**src/rtl/cipher_stress_harness.sv**
```systemverilog
// ---------------------------------------------------------------------------
// cipher_stress_harness
//
// Stress driver for an iterative block-cipher core with a start/finish
// handshake. Data and key words come from Galois LFSRs. A run issues
// i_num_ops operations back-to-back, and every result is folded into a MISR
// signature, so that only one word has to be compared at the end of a run.
//
// Optional feature: define CIPHER_STRESS_TIMEOUT_EN to add a per-operation
// WAIT watchdog. When the core does not answer within TIMEOUT cycles, the
// run ends in DONE with o_timeout_err set. When the macro is undefined,
// o_timeout_err is tied low and WAIT can last indefinitely.
//
// Ports:
//   clk, rst            clock, asynchronous active-high reset
//   i_go, i_num_ops     start a run / number of operations (sampled in IDLE/DONE)
//   o_dut_start         one-cycle start pulse to the core
//   o_dut_in, o_dut_key plaintext and key driven to the core
//   i_dut_finish        core completion strobe; i_dut_out is valid with it
//   o_busy, o_done      run in progress / run complete (done is sticky)
//   o_op_count          number of operations completed in this run
//   o_signature         MISR of all results in this run
//   o_last_out          most recent captured result
//   o_timeout_err       sticky watchdog flag
//
// state  | meaning
// IDLE   | after reset, waiting for go
// ISSUE  | o_dut_start high for this single cycle
// WAIT   | waiting for i_dut_finish; the result is captured on that edge
// DONE   | run complete, results held, waiting for the next go
// ---------------------------------------------------------------------------
module cipher_stress_harness #(
    parameter int              DW        = 128,
    parameter int              KW        = 128,
    parameter int              CNT_W     = 16,
    parameter logic [DW-1:0]   DATA_POLY = {8'hE1, {(DW-8){1'b0}}},
    parameter logic [KW-1:0]   KEY_POLY  = {8'hE1, {(KW-8){1'b0}}},
    parameter logic [DW-1:0]   DATA_SEED = {{(DW-1){1'b0}}, 1'b1},
    parameter logic [KW-1:0]   KEY_SEED  = {{(KW-2){1'b0}}, 2'b10},
    parameter int              KEY_MODE  = 0,
    parameter int              TIMEOUT   = 1024
) (
    input  logic             clk,
    input  logic             rst,
    input  logic             i_go,
    input  logic [CNT_W-1:0] i_num_ops,
    output logic             o_dut_start,
    output logic [DW-1:0]    o_dut_in,
    output logic [KW-1:0]    o_dut_key,
    input  logic             i_dut_finish,
    input  logic [DW-1:0]    i_dut_out,
    output logic             o_busy,
    output logic             o_done,
    output logic [CNT_W-1:0] o_op_count,
    output logic [DW-1:0]    o_signature,
    output logic [DW-1:0]    o_last_out,
    output logic             o_timeout_err
);

    if (DW < 8 || KW < 8 || CNT_W < 1 || TIMEOUT < 1) begin : g_param_check
        $error("cipher_stress_harness: illegal parameter value");
    end

    // A zero seed would lock an LFSR at zero, so it is replaced by 1.
    localparam logic [DW-1:0] DSEED = (DATA_SEED == '0) ? {{(DW-1){1'b0}}, 1'b1} : DATA_SEED;
    localparam logic [KW-1:0] KSEED = (KEY_SEED == '0) ? {{(KW-1){1'b0}}, 1'b1} : KEY_SEED;

    typedef enum logic [1:0] {S_IDLE, S_ISSUE, S_WAIT, S_DONE} state_t;

    state_t           r_state;
    logic             r_dut_start;
    logic             r_busy;
    logic             r_done;
    logic [CNT_W-1:0] r_num_ops;
    logic [CNT_W-1:0] r_op_count;
    logic [DW-1:0]    r_signature;
    logic [DW-1:0]    r_last_out;
    logic [DW-1:0]    r_data_lfsr;
    logic [KW-1:0]    r_key_lfsr;
    logic [CNT_W-1:0] w_op_next;

    assign w_op_next = r_op_count + 1'b1;

`ifdef CIPHER_STRESS_TIMEOUT_EN
    localparam int             TW      = $clog2(TIMEOUT + 1);
    localparam logic [TW-1:0]  TO_LAST = TW'(TIMEOUT - 1);
    logic [TW-1:0] r_wait_cnt;
    logic          r_timeout_err;
    assign o_timeout_err = r_timeout_err;
`else
    assign o_timeout_err = 1'b0;
`endif

    function automatic logic [DW-1:0] step_data(input logic [DW-1:0] x);
        return x[0] ? ((x >> 1) ^ DATA_POLY) : (x >> 1);
    endfunction

    function automatic logic [KW-1:0] step_key(input logic [KW-1:0] x);
        return x[0] ? ((x >> 1) ^ KEY_POLY) : (x >> 1);
    endfunction

    always_ff @(posedge clk or posedge rst) begin
        if (rst) begin
            r_state     <= S_IDLE;
            r_dut_start <= 1'b0;
            r_busy      <= 1'b0;
            r_done      <= 1'b0;
            r_num_ops   <= '0;
            r_op_count  <= '0;
            r_signature <= '0;
            r_last_out  <= '0;
            r_data_lfsr <= DSEED;
            r_key_lfsr  <= KSEED;
`ifdef CIPHER_STRESS_TIMEOUT_EN
            r_wait_cnt    <= '0;
            r_timeout_err <= 1'b0;
`endif
        end else begin
            r_dut_start <= 1'b0;
            case (r_state)
                S_IDLE, S_DONE: begin
                    if (i_go) begin
                        r_num_ops   <= i_num_ops;
                        r_op_count  <= '0;
                        r_signature <= '0;
                        r_data_lfsr <= DSEED;
                        r_key_lfsr  <= KSEED;
`ifdef CIPHER_STRESS_TIMEOUT_EN
                        r_timeout_err <= 1'b0;
`endif
                        if (i_num_ops == '0) begin
                            r_state <= S_DONE;
                            r_done  <= 1'b1;
                        end else begin
                            r_state     <= S_ISSUE;
                            r_done      <= 1'b0;
                            r_busy      <= 1'b1;
                            r_dut_start <= 1'b1;
                        end
                    end
                end
                S_ISSUE: begin
                    r_state <= S_WAIT;
`ifdef CIPHER_STRESS_TIMEOUT_EN
                    r_wait_cnt <= '0;
`endif
                end
                S_WAIT: begin
                    if (i_dut_finish) begin
                        // A finish arriving on the last watchdog cycle still wins.
                        r_last_out  <= i_dut_out;
                        r_signature <= {r_signature[DW-2:0], r_signature[DW-1]} ^ i_dut_out;
                        r_op_count  <= w_op_next;
                        r_data_lfsr <= step_data(r_data_lfsr);
                        if (KEY_MODE == 0) begin
                            r_key_lfsr <= step_key(r_key_lfsr);
                        end
                        if (w_op_next == r_num_ops) begin
                            r_state <= S_DONE;
                            r_busy  <= 1'b0;
                            r_done  <= 1'b1;
                        end else begin
                            r_state     <= S_ISSUE;
                            r_dut_start <= 1'b1;
                        end
                    end
`ifdef CIPHER_STRESS_TIMEOUT_EN
                    else begin
                        r_wait_cnt <= r_wait_cnt + 1'b1;
                        if (r_wait_cnt == TO_LAST) begin
                            r_timeout_err <= 1'b1;
                            r_state       <= S_DONE;
                            r_busy        <= 1'b0;
                            r_done        <= 1'b1;
                        end
                    end
`endif
                end
                default: r_state <= S_IDLE;
            endcase
        end
    end

    assign o_dut_start = r_dut_start;
    assign o_dut_in    = r_data_lfsr;
    assign o_dut_key   = r_key_lfsr;
    assign o_busy      = r_busy;
    assign o_done      = r_done;
    assign o_op_count  = r_op_count;
    assign o_signature = r_signature;
    assign o_last_out  = r_last_out;

endmodule

```
**config.mk**
```make
export PLATFORM = sky130hd
export DESIGN_NAME = cipher_stress_harness
export DESIGN_NICKNAME = d
export VERILOG_FILES = /design/src/rtl/cipher_stress_harness.sv
export SDC_FILE = /design/constraint.sdc
export NUM_CORES = 1
export LEC_CHECK = 0
export CAP_MARGIN = 10
export CORE_ASPECT_RATIO = 1.2
export CORE_UTILIZATION = 30
export CTS_BUF_LIST = sky130_fd_sc_hd__clkbuf_2 sky130_fd_sc_hd__clkbuf_4 sky130_fd_sc_hd__clkbuf_8
export CTS_CLUSTER_SIZE = 30
export DETAILED_ROUTE_END_ITERATION = 8
export GPL_ROUTABILITY_DRIVEN = 1
export MAX_ROUTING_LAYER = met4
export PLACE_DENSITY_LB_ADDON = 0.08
export SLEW_MARGIN = 25
export SYNTH_ARGS = -nofsm -noshare
export SYNTH_HDL_FRONTEND = slang
export SYNTH_SLANG_ARGS = --single-unit
```
**constraint.sdc**
```tcl
create_clock -name clk -period 47.3 [get_ports clk]
set_input_delay 7.095 -clock clk [delete_from_list [all_inputs] [get_ports clk]]
set_output_delay 7.095 -clock clk [all_outputs]
set_load 0.02 [all_outputs]
```
==> out/metrics.cfg, run 1 <==
[outcome]
status = complete, no violations

[yosys]
synth_xor_area_frac = 0.0581
synth_compound_area_frac = 0.0589
syn-mean-instance-area_um2 = 10.6
ys_types = 52
synth_mux_area_frac = 0.0739
synthSimpleGateAreaFrac = 0.178
synth_top_family_by_area = simple AND/OR/NAND/NOR gates
synth_area_um2 = 23000
synth-seq-area-share = 0.596
synth-seq-cells = 549
yosys_warnings = 0
synthCells = 2178
synthArstFlopShare = 1.00
ys.flop_type = dfrtp_1
synth_edf_count = 0
synthAdderAreaFrac = 0.00217
synthesis.nets = 2330

[clock_network]
insertion_delay_ps = 710
tritoncts = done
clockRootBuffer = clkbuf_8
htree_levels = 3
cts_buffers = 96
post-cts-setup-buffer-count = 0
clkTransAtPathRegs_ps = 60
cts_resized = 0
clockBufferDepth = 3
clkSinkCount = 549
cts_hold_buf = 0

[global_route]
grtUsageTotal = 0.205
grt_pass1_vias = 18644
grt_pass1_wl_um = 118000
gr-total-overflow = 0
grt_max_degree = 260
antenna_found_initial = 8

[worst_setup_path]
crit_slowest_cell = buf_4
slowest_delay_ps = 870
crit_path_frequent_cell = buf_4
path_buf_inv = 5
worstPathMaxFanout = 93
cp-start-kind = input pin
arrival_ps = 10920
end_kind = flop
path_class = in2reg
crit_chain = clkdlybuf4s50_1, nor2b_1, a21oi_2, nor2b_4, buf_4, buf_4, buf_4, buf_16, nand3_1, nand2_1
critPathTopFamily = buffers and inverters
crit_required_ps = 47940

[sta]
worst_pin_slew_ps = 1020
setup-violations-final = 0
skew_ps = 22.7
hold_viol = 0
rsz0062_at_grt = no
fin_crit_ps = 10280
slew_viol_final = 0
hold_ws_ps = 492
slew_headroom = 0.318
fin_crit_sh = 0.217
tns_ps = 0
fmax_ghz = 0.0973

[floorplan]
dieArea_um2 = 77900
row_count = 110
die_x_um = 255
core_um2 = 75600
dieHeight_um = 306
start_util = 0.305
pin_count = 680

[power]
peakVddDrop_mv = 0.0586
swShare = 0.411
intPower_mw = 1.21
p_leak_nw = 14.6
switching_power_mw = 0.842
clkPwrFrac = 0.221
seqPwrFrac = 0.336
combinationalPowerShare = 0.444
p_per_area_nw_per_um2 = 62.7

[detailed_routing]
num_vias = 18296
wl_per_cell_um = 20.2
drt_iter0_drc = 1091
dr.pass1.iters = 5
via_per_inst = 4.69
drc_errors = 0
ant_nets = 0
wl_um = 78600

[final_layout]
area_delta_synth_final_pct = 41.8
fin_nets = 2966
fin_area_um2 = 32700
multi_input_area_um2 = 8580
drive_gt1_frac = 0.122
final_common_cell = clkdlybuf4s50_1
fillers = 7202
final-seq-area_um2 = 13700
layout_common_cells = 678 x clkdlybuf4s50_1, 652 x nand2_1, 547 x dfrtp_1, 259 x nand3_1, 146 x mux2_2

[placed_design]
dp_hpwl_um = 54300
port_buffers = 678
gp_congestion = 0.801
post_dp_cell_area_um2 = 30600

[flow_run]
drv_cap = 0

[worst_hold_path]
hp-class = reg2reg

## final cells by class
class | count | area share
multi-input combinational | 1462 | 0.263
inverter | 7 | 0.00111
tap | 1008 | 0.0386
antenna | 8 | 0.000612
clock inverter | 15 | 0.00299
clock buffer | 152 | 0.0577
sequential | 549 | 0.420
timing repair buffer | 698 | 0.216
## power groups by stage
| stage | clock network (mW) | logic (mW) | registers (mW) |
|---|---|---|---|
| detailed placement | 0 | 0.911 | 0.698 |
| global route | 0.493 | 0.974 | 0.708 |
| floorplan | 0 | 0.395 | 0.821 |
| finish | 0.453 | 0.909 | 0.688 |
| CTS | 0.470 | 0.914 | 0.690 |
| global placement | 0 | 0.901 | 0.693 |
## worst min-delay path, delay by kind of cell (launching register included)
kind | cells | cell delay, ps
flops | 1 | 360
simple gates | 2 | 100
## cells by family (layout without fill, tap and decap cells)
group / Yosys count / count (layout)
other cells: 1 / 9
simple gates: 967 / 967
xor+xnor: 153 / 153
buf+inv: 167 / 872
fa+ha+maj: 4 / 4
mux: 152 / 152
compound gates: 185 / 185
flops: 549 / 549
## state kept, by name, summed over array words and instances (netlist names)
| register | flops |
|---|---|
| o_signature | 128 |
| o_dut_in | 128 |
| r_state | 2 |
| o_dut_start | 1 |
| o_op_count | 16 |
| o_busy | 1 |
| o_done | 1 |
| o_last_out | 128 |
| r_num_ops | 16 |
| o_dut_key | 128 |
## Yosys cell counts (2+ instances only)
master	count	area, µm²
o21a_1	2	15.0
a22o_1	3	26.3
buf_1	3	11.3
xnor2_1	143	1250
and3_1	4	25.0
nor2_1	10	37.5
nand2_1	653	2450
dfstp_2	2	52.6
and3b_1	2	17.5
nor2b_1	4	25.0
o31ai_1	136	1020
mux2_2	146	1640
nor3_1	11	55.1
and4_4	2	22.5
buf_6	4	45.0
dfrtp_1	547	13700
inv_1	7	26.3
buf_4	2	15.0
xor2_1	10	87.6
nor4_1	4	25.0
a21oi_1	9	45.0
o21ai_1	3	15.0
a221oi_2	2	30.0
a31oi_1	2	12.5
nand2b_1	3	18.8
ha_1	4	50.1
mux2i_1	6	60.1
clkbuf_1	78	293
o21ai_0	18	90.1
nand3_1	259	1300
buf_2	72	360
nand4_1	6	37.5
or3_1	2	12.5
## per-layer routing
layer / global-route usage / share of wire / wire (µm) / vias to the layer above
li1: - / - / - / 8607
met3: 0.0747 / 0.092 / 7190 / 119
met4: 0.0706 / 0.029 / 2280 / 0
met1: 0.235 / 0.39 / 30900 / 8991
met5: - / 0 / 0 / -
met2: 0.329 / 0.49 / 38200 / 579
## final timing paths
kind | start | to | slack, ps | depth (start not counted)
worst max-delay path | i_dut_finish | o_dut_key[81] | 37020 | 10
worst min-delay path | o_dut_key[80] | o_dut_key[80] | 490 | 2
worst max register to register | r_state[0] | o_dut_key[81] | 42960 | 11
worst min register to register | o_dut_key[80] | o_dut_key[80] | 490 | 2
max in group asynchronous | rst | o_signature[61] | 37600 | 5
min in group asynchronous | rst | o_dut_key[24] | 6930 | 2
## metrics by stage
stage                     instances   util  worst slack, ps  total power [mW]
final                          3899  0.433            37020              2.05
after global routing           3899  0.433            36840              2.17
after CTS                      3888  0.431            36880              2.07
after detailed placement       3721  0.405            36060              1.61
after global placement         3720  0.404            36140              1.59
after floorplan                2178      -            24860              1.22
No activity file was read; power rests on OpenSTA's default activity.
==> inputs of run 2 (changes only) <==
==> constraint.sdc (replaced) <==
create_clock -name clk -period 9.99 [get_ports clk]
set_input_delay 1.4985 -clock clk [delete_from_list [all_inputs] [get_ports clk]]
set_output_delay 1.4985 -clock clk [all_outputs]
set_load 0.02 [all_outputs]
==> out/metrics.cfg, run 2 (synthesized netlist as in run 1, its figures left out) <==
[worst_setup_path]
arrival_ps = 4290  ; -6630 ps
crit_required_ps = 10540  ; -37400 ps
path_class = reg2reg
slowest_delay_ps = 830  ; -40 ps
worstPathMaxFanout = 89  ; -4.3%
critPathTopFamily = simple AND/OR/NAND/NOR gates
crit_slowest_cell = buf_4
cp-start-kind = flop
path_buf_inv = 2  ; -3
crit_chain = inv_1, ha_4, nor2b_1, a21oi_2, nand2b_4, buf_4, nor3_1, o21ai_0, o21ai_0
crit_path_frequent_cell = o21ai_0
end_kind = flop

[detailed_routing]
wl_per_cell_um = 20.2  ; +0.34%
num_vias = 18322  ; +0.14%
wl_um = 78900  ; +0.39%
via_per_inst = 4.70  ; about the same
dr.pass1.iters = 5  ; unchanged
drc_errors = 0  ; unchanged
drt_iter0_drc = 1276  ; +17%
ant_nets = 0  ; unchanged

[clock_network]
htree_levels = 3  ; unchanged
clockBufferDepth = 3  ; unchanged
cts_buffers = 98  ; +2.1%
insertion_delay_ps = 700  ; about the same
cts_hold_buf = 0  ; unchanged
clkTransAtPathRegs_ps = 60  ; about the same
clkSinkCount = 549  ; unchanged
post-cts-setup-buffer-count = 0  ; unchanged
tritoncts = done
cts_resized = 0  ; unchanged
clockRootBuffer = clkbuf_8

[sta]
worst_pin_slew_ps = 1150  ; +123 ps
tns_ps = 0  ; unchanged
hold_viol = 0  ; unchanged
slew_viol_final = 0  ; unchanged
slew_headroom = 0.236  ; -0.0820
fin_crit_ps = 3740
rsz0062_at_grt = no
fin_crit_sh = 0.374
fin_ws_ps = 6250  ; -30770 ps
hold_ws_ps = 492  ; +0.214 ps
skew_ps = 29.0  ; +6.33 ps
setup-violations-final = 0  ; unchanged
fmax_ghz = 0.268

[final_layout]
area_delta_synth_final_pct = 42.0
drive_gt1_frac = 0.122  ; unchanged
fillers = 7205  ; +0.042%
fin_nets = 2965  ; -0.034%
final_common_cell = clkdlybuf4s50_1
layout_common_cells = 678 x clkdlybuf4s50_1, 652 x nand2_1, 547 x dfrtp_1, 259 x nand3_1, 146 x mux2_2

[outcome]
status = complete, no violations

[power]
p_per_area_nw_per_um2 = 298  ; +370%
peakVddDrop_mv = 0.301  ; +410%
p_leak_nw = 14.6  ; about the same

[floorplan]
row_count = 110  ; unchanged
dieHeight_um = 306  ; unchanged
core_um2 = 75600  ; unchanged
die_x_um = 255  ; unchanged
start_util = 0.305  ; unchanged
pin_count = 680  ; unchanged
dieArea_um2 = 77900  ; unchanged

[global_route]
grt_pass1_wl_um = 118000  ; about the same
antenna_found_initial = 10  ; +2
gr-total-overflow = 0  ; unchanged
grtUsageTotal = 0.204  ; -0.00114
grt_pass1_vias = 18621  ; -0.12%
grt_max_degree = 203  ; -22%

[placed_design]
gp_congestion = 0.831  ; +3.7%
post-place-ws_ps = 5480  ; -30580 ps
dp_hpwl_um = 53900  ; -0.63%
port_buffers = 678  ; unchanged

[worst_hold_path]
hp-class = reg2reg

[flow_run]
drv_cap = 0  ; unchanged

==> run 2: cell count changes in the layout (fill, tap and decap cells not counted), moves of 3 or more <==
cell / delta
clkbuf_4: -4
buf_6: -4
clkbuf_8: +10
buf_12: +4
buf_16: -3
==> run 2: per-layer routing <==
metal | global-route usage | wire length (µm) | vias to the layer above
met3 | 0.0747 | 6980 | 99
met4 | 0.0664 | 2080 | 0
met2 | 0.330 | 38500 | 573
met1 | 0.232 | 31400 | 9041
met5 | - | 0 | -
li1 | - | - | 8609
==> run 2: cell type report <==
| cell class | instances | area, µm² | share of cell area |
|---|---|---|---|
| sequential | 549 | 13700 | 0.420 |
| multi-input combinational | 1462 | 8580 | 0.262 |
| timing repair buffer | 695 | 7010 | 0.214 |
| clock buffer | 158 | 1990 | 0.0609 |
| tap | 1008 | 1260 | 0.0385 |
| clock inverter | 12 | 80.1 | 0.00245 |
| inverter | 7 | 35.0 | 0.00107 |
| antenna | 10 | 25.0 | 0.000765 |
==> run 2: stage by stage <==
step / total power, mW / utilization / cells / instance area (µm²)
2_1_floorplan: 5.76 / - / 2178 / 23100
3_3_place_gp: 7.55 / 0.405 / 3719 / 30600
3_5_place_dp: 7.63 / 0.405 / 3720 / 30600
4_1_cts: 9.91 / 0.433 / 3890 / 32700
5_1_grt: 10.3 / 0.433 / 3901 / 32700
6_report: 9.75 / 0.433 / 3901 / 32700
==> run 2: power breakdown <==
part | switching [mW] | internal [mW] | total, mW
Clock | 0.963 | 1.26 | 2.22
Combinational | 2.58 | 1.69 | 4.27
Sequential | 0.448 | 2.81 | 3.26
==> run 2: worst min-delay path, delay by kind of cell, from the launching register on <==
family / cells / cell delay [ps]
DFF: 1 / 360
and+or+nand+nor: 2 / 110
==> run 2: worst paths after layout <==
check	end	from	cells after the start	slack, ps
setup / recovery	o_op_count[14]	r_state[0]	9	6250
hold / removal	o_dut_in[89]	o_dut_in[89]	2	490
setup reg to reg	o_op_count[14]	r_state[0]	9	6250
hold reg to reg	o_dut_in[89]	o_dut_in[89]	2	490
max in group asynchronous	o_dut_key[78]	rst	4	6650
min in group asynchronous	o_last_out[54]	rst	2	1240
==> inputs of run 3 (changes only) <==
==> constraint.sdc (replaced) <==
create_clock -name clk -period 3 [get_ports clk]
set_input_delay 0.45 -clock clk [delete_from_list [all_inputs] [get_ports clk]]
set_output_delay 0.45 -clock clk [all_outputs]
set_load 0.02 [all_outputs]
==> out/metrics.cfg, run 3 (synthesized netlist as in run 1, its figures left out) <==
[worst_setup_path]
path_buf_inv = 1  ; -1
worstPathMaxFanout = 11  ; -88%
crit_chain = clkdlybuf4s50_1
crit_slowest_cell = clkdlybuf4s50_1
arrival_ps = 2050  ; -2240 ps
critPathTopFamily = buffers and inverters
path_class = reg2out
cp-start-kind = flop
reg2regPathDepth = 9  ; unchanged
r2r_end = o_dut_key[73]
slowest_delay_ps = 790  ; -40 ps
crit_required_ps = 2550  ; -7990 ps
r2r_start = r_state[0]
end_kind = primary output
r2r_setup_slack_ps = 500  ; -5750 ps

[sta]
fin_ws_ps = 499  ; -5750 ps
fin_crit_ps = 2500
fmax_ghz = 0.400
tns_ps = 0  ; unchanged
slew_headroom = 0.429  ; +0.193
fin_crit_sh = 0.834
rsz0062_at_grt = no
slew_viol_final = 0  ; unchanged
skew_ps = 39.3  ; +10.2 ps
worst_pin_slew_ps = 856  ; -289 ps
setup-violations-final = 0  ; unchanged
hold_viol = 0  ; unchanged

[power]
clkPwrFrac = 0.229  ; about the same
seqPwrFrac = 0.329  ; -0.005
p_leak_nw = 14.8  ; +1.5%
combinationalPowerShare = 0.442  ; +0.004
power.total_mw = 32.9  ; +240%
peakVddDrop_mv = 0.796  ; +160%
swShare = 0.406  ; -0.00283
intPower_mw = 19.5  ; +240%
p_per_area_nw_per_um2 = 995  ; +230%
switching_power_mw = 13.4  ; +240%

[clock_network]
clockBufferDepth = 3  ; unchanged
cts_buffers = 99  ; +1.0%
insertion_delay_ps = 690  ; about the same
post-cts-setup-buffer-count = 0  ; unchanged
clkTransAtPathRegs_ps = 60  ; about the same
htree_levels = 3  ; unchanged
cts_hold_buf = 0  ; unchanged
clkSinkCount = 549  ; unchanged
cts_resized = 0  ; unchanged
clockRootBuffer = clkbuf_8
tritoncts = done

[floorplan]
row_count = 110  ; unchanged
die_x_um = 255  ; unchanged
start_util = 0.305  ; unchanged
dieHeight_um = 306  ; unchanged
dieArea_um2 = 77900  ; unchanged
core_um2 = 75600  ; unchanged
pin_count = 680  ; unchanged

[worst_hold_path]
hp-class = in2async

[global_route]
grt_max_degree = 161  ; -21%
grtUsageTotal = 0.205  ; +0.000894
grt_pass1_wl_um = 118000  ; -0.11%
antenna_found_initial = 8  ; -2
grt_pass1_vias = 18301  ; -1.7%
gr-total-overflow = 0  ; unchanged

[final_layout]
final_cells = 3937  ; +0.92%
final_common_cell = clkdlybuf4s50_1
drive_gt1_frac = 0.133  ; +0.0111
final-seq-area_um2 = 13700  ; unchanged
fin_nets = 2991  ; +0.88%
fillers = 7151  ; -0.75%
multi_input_area_um2 = 8580  ; unchanged
layout_common_cells = 678 x clkdlybuf4s50_1, 652 x nand2_1, 547 x dfrtp_1, 259 x nand3_1, 146 x mux2_2
post-route-util = 0.438  ; +0.00498
area_delta_synth_final_pct = 43.6

[placed_design]
port_buffers = 678  ; unchanged
dp_hpwl_um = 56200  ; +4.2%
post-place-ws_ps = 275  ; -5200 ps
gp_congestion = 0.790  ; -4.9%
place_inst = 3746  ; +0.70%

[detailed_routing]
via_per_inst = 4.67  ; -0.55%
ant_nets = 0  ; unchanged
wl_per_cell_um = 20.2  ; -0.36%
drc_errors = 0  ; unchanged
drt_iter0_drc = 1007  ; -21%
wl_um = 79300  ; +0.56%
num_vias = 18390  ; +0.37%
dr.pass1.iters = 6  ; +1

[outcome]
status = complete, no violations

[flow_run]
drv_cap = 0  ; unchanged

-- run 3: area by class of cell --
| cell class | count | area share |
|---|---|---|
| Antenna cell | 9 | 0.000680 |
| Tap cell | 1008 | 0.0381 |
| Clock inverter | 18 | 0.00397 |
| Timing Repair Buffer | 720 | 0.221 |
| Inverter | 7 | 0.00106 |
| Sequential cell | 549 | 0.415 |
| Clock buffer | 164 | 0.0610 |
| Multi-Input combinational cell | 1462 | 0.259 |
-- run 3: stage by stage --
step	hold WS, ps	cell area, µm²
finish	321	33100
global route	296	33100
CTS	249	33100
detailed placement	482	30900
global placement	474	30900
floorplan	495	23100
-- run 3: power groups by stage --
stage	logic (mW)	clock network, mW	registers (mW)
floorplan	6.23	0	13.0
global placement	14.6	0	10.9
detailed placement	14.7	0	11.0
CTS	14.8	7.83	10.9
global route	15.6	8.15	11.1
finish	14.5	7.53	10.8
-- run 3: worst max path at each step --
stage                         startpoint        endpoint  slack [ps]  cells after the start
after floorplan                      rst          o_busy       -4920                      1
after global placement      i_dut_finish  o_dut_key[112]         340                      8
after detailed placement    i_dut_finish   o_dut_key[73]         270                      8
after CTS                  o_op_count[3]   o_op_count[3]         360                      1
after global routing          r_state[0]    o_dut_in[27]         300                      9
final                     o_op_count[10]  o_op_count[10]         500                      1
-- run 3: tightest hold or removal path: cells and delay by family --
kind / cells / cell delay [ps]
buffers and inverters: 3 / 930
-- run 3: metal layers --
layer,global-route usage,part of all wire
met3,0.0670,0.085
met4,0.0731,0.028
met1,0.240,0.40
met5,-,0
met2,0.327,0.48
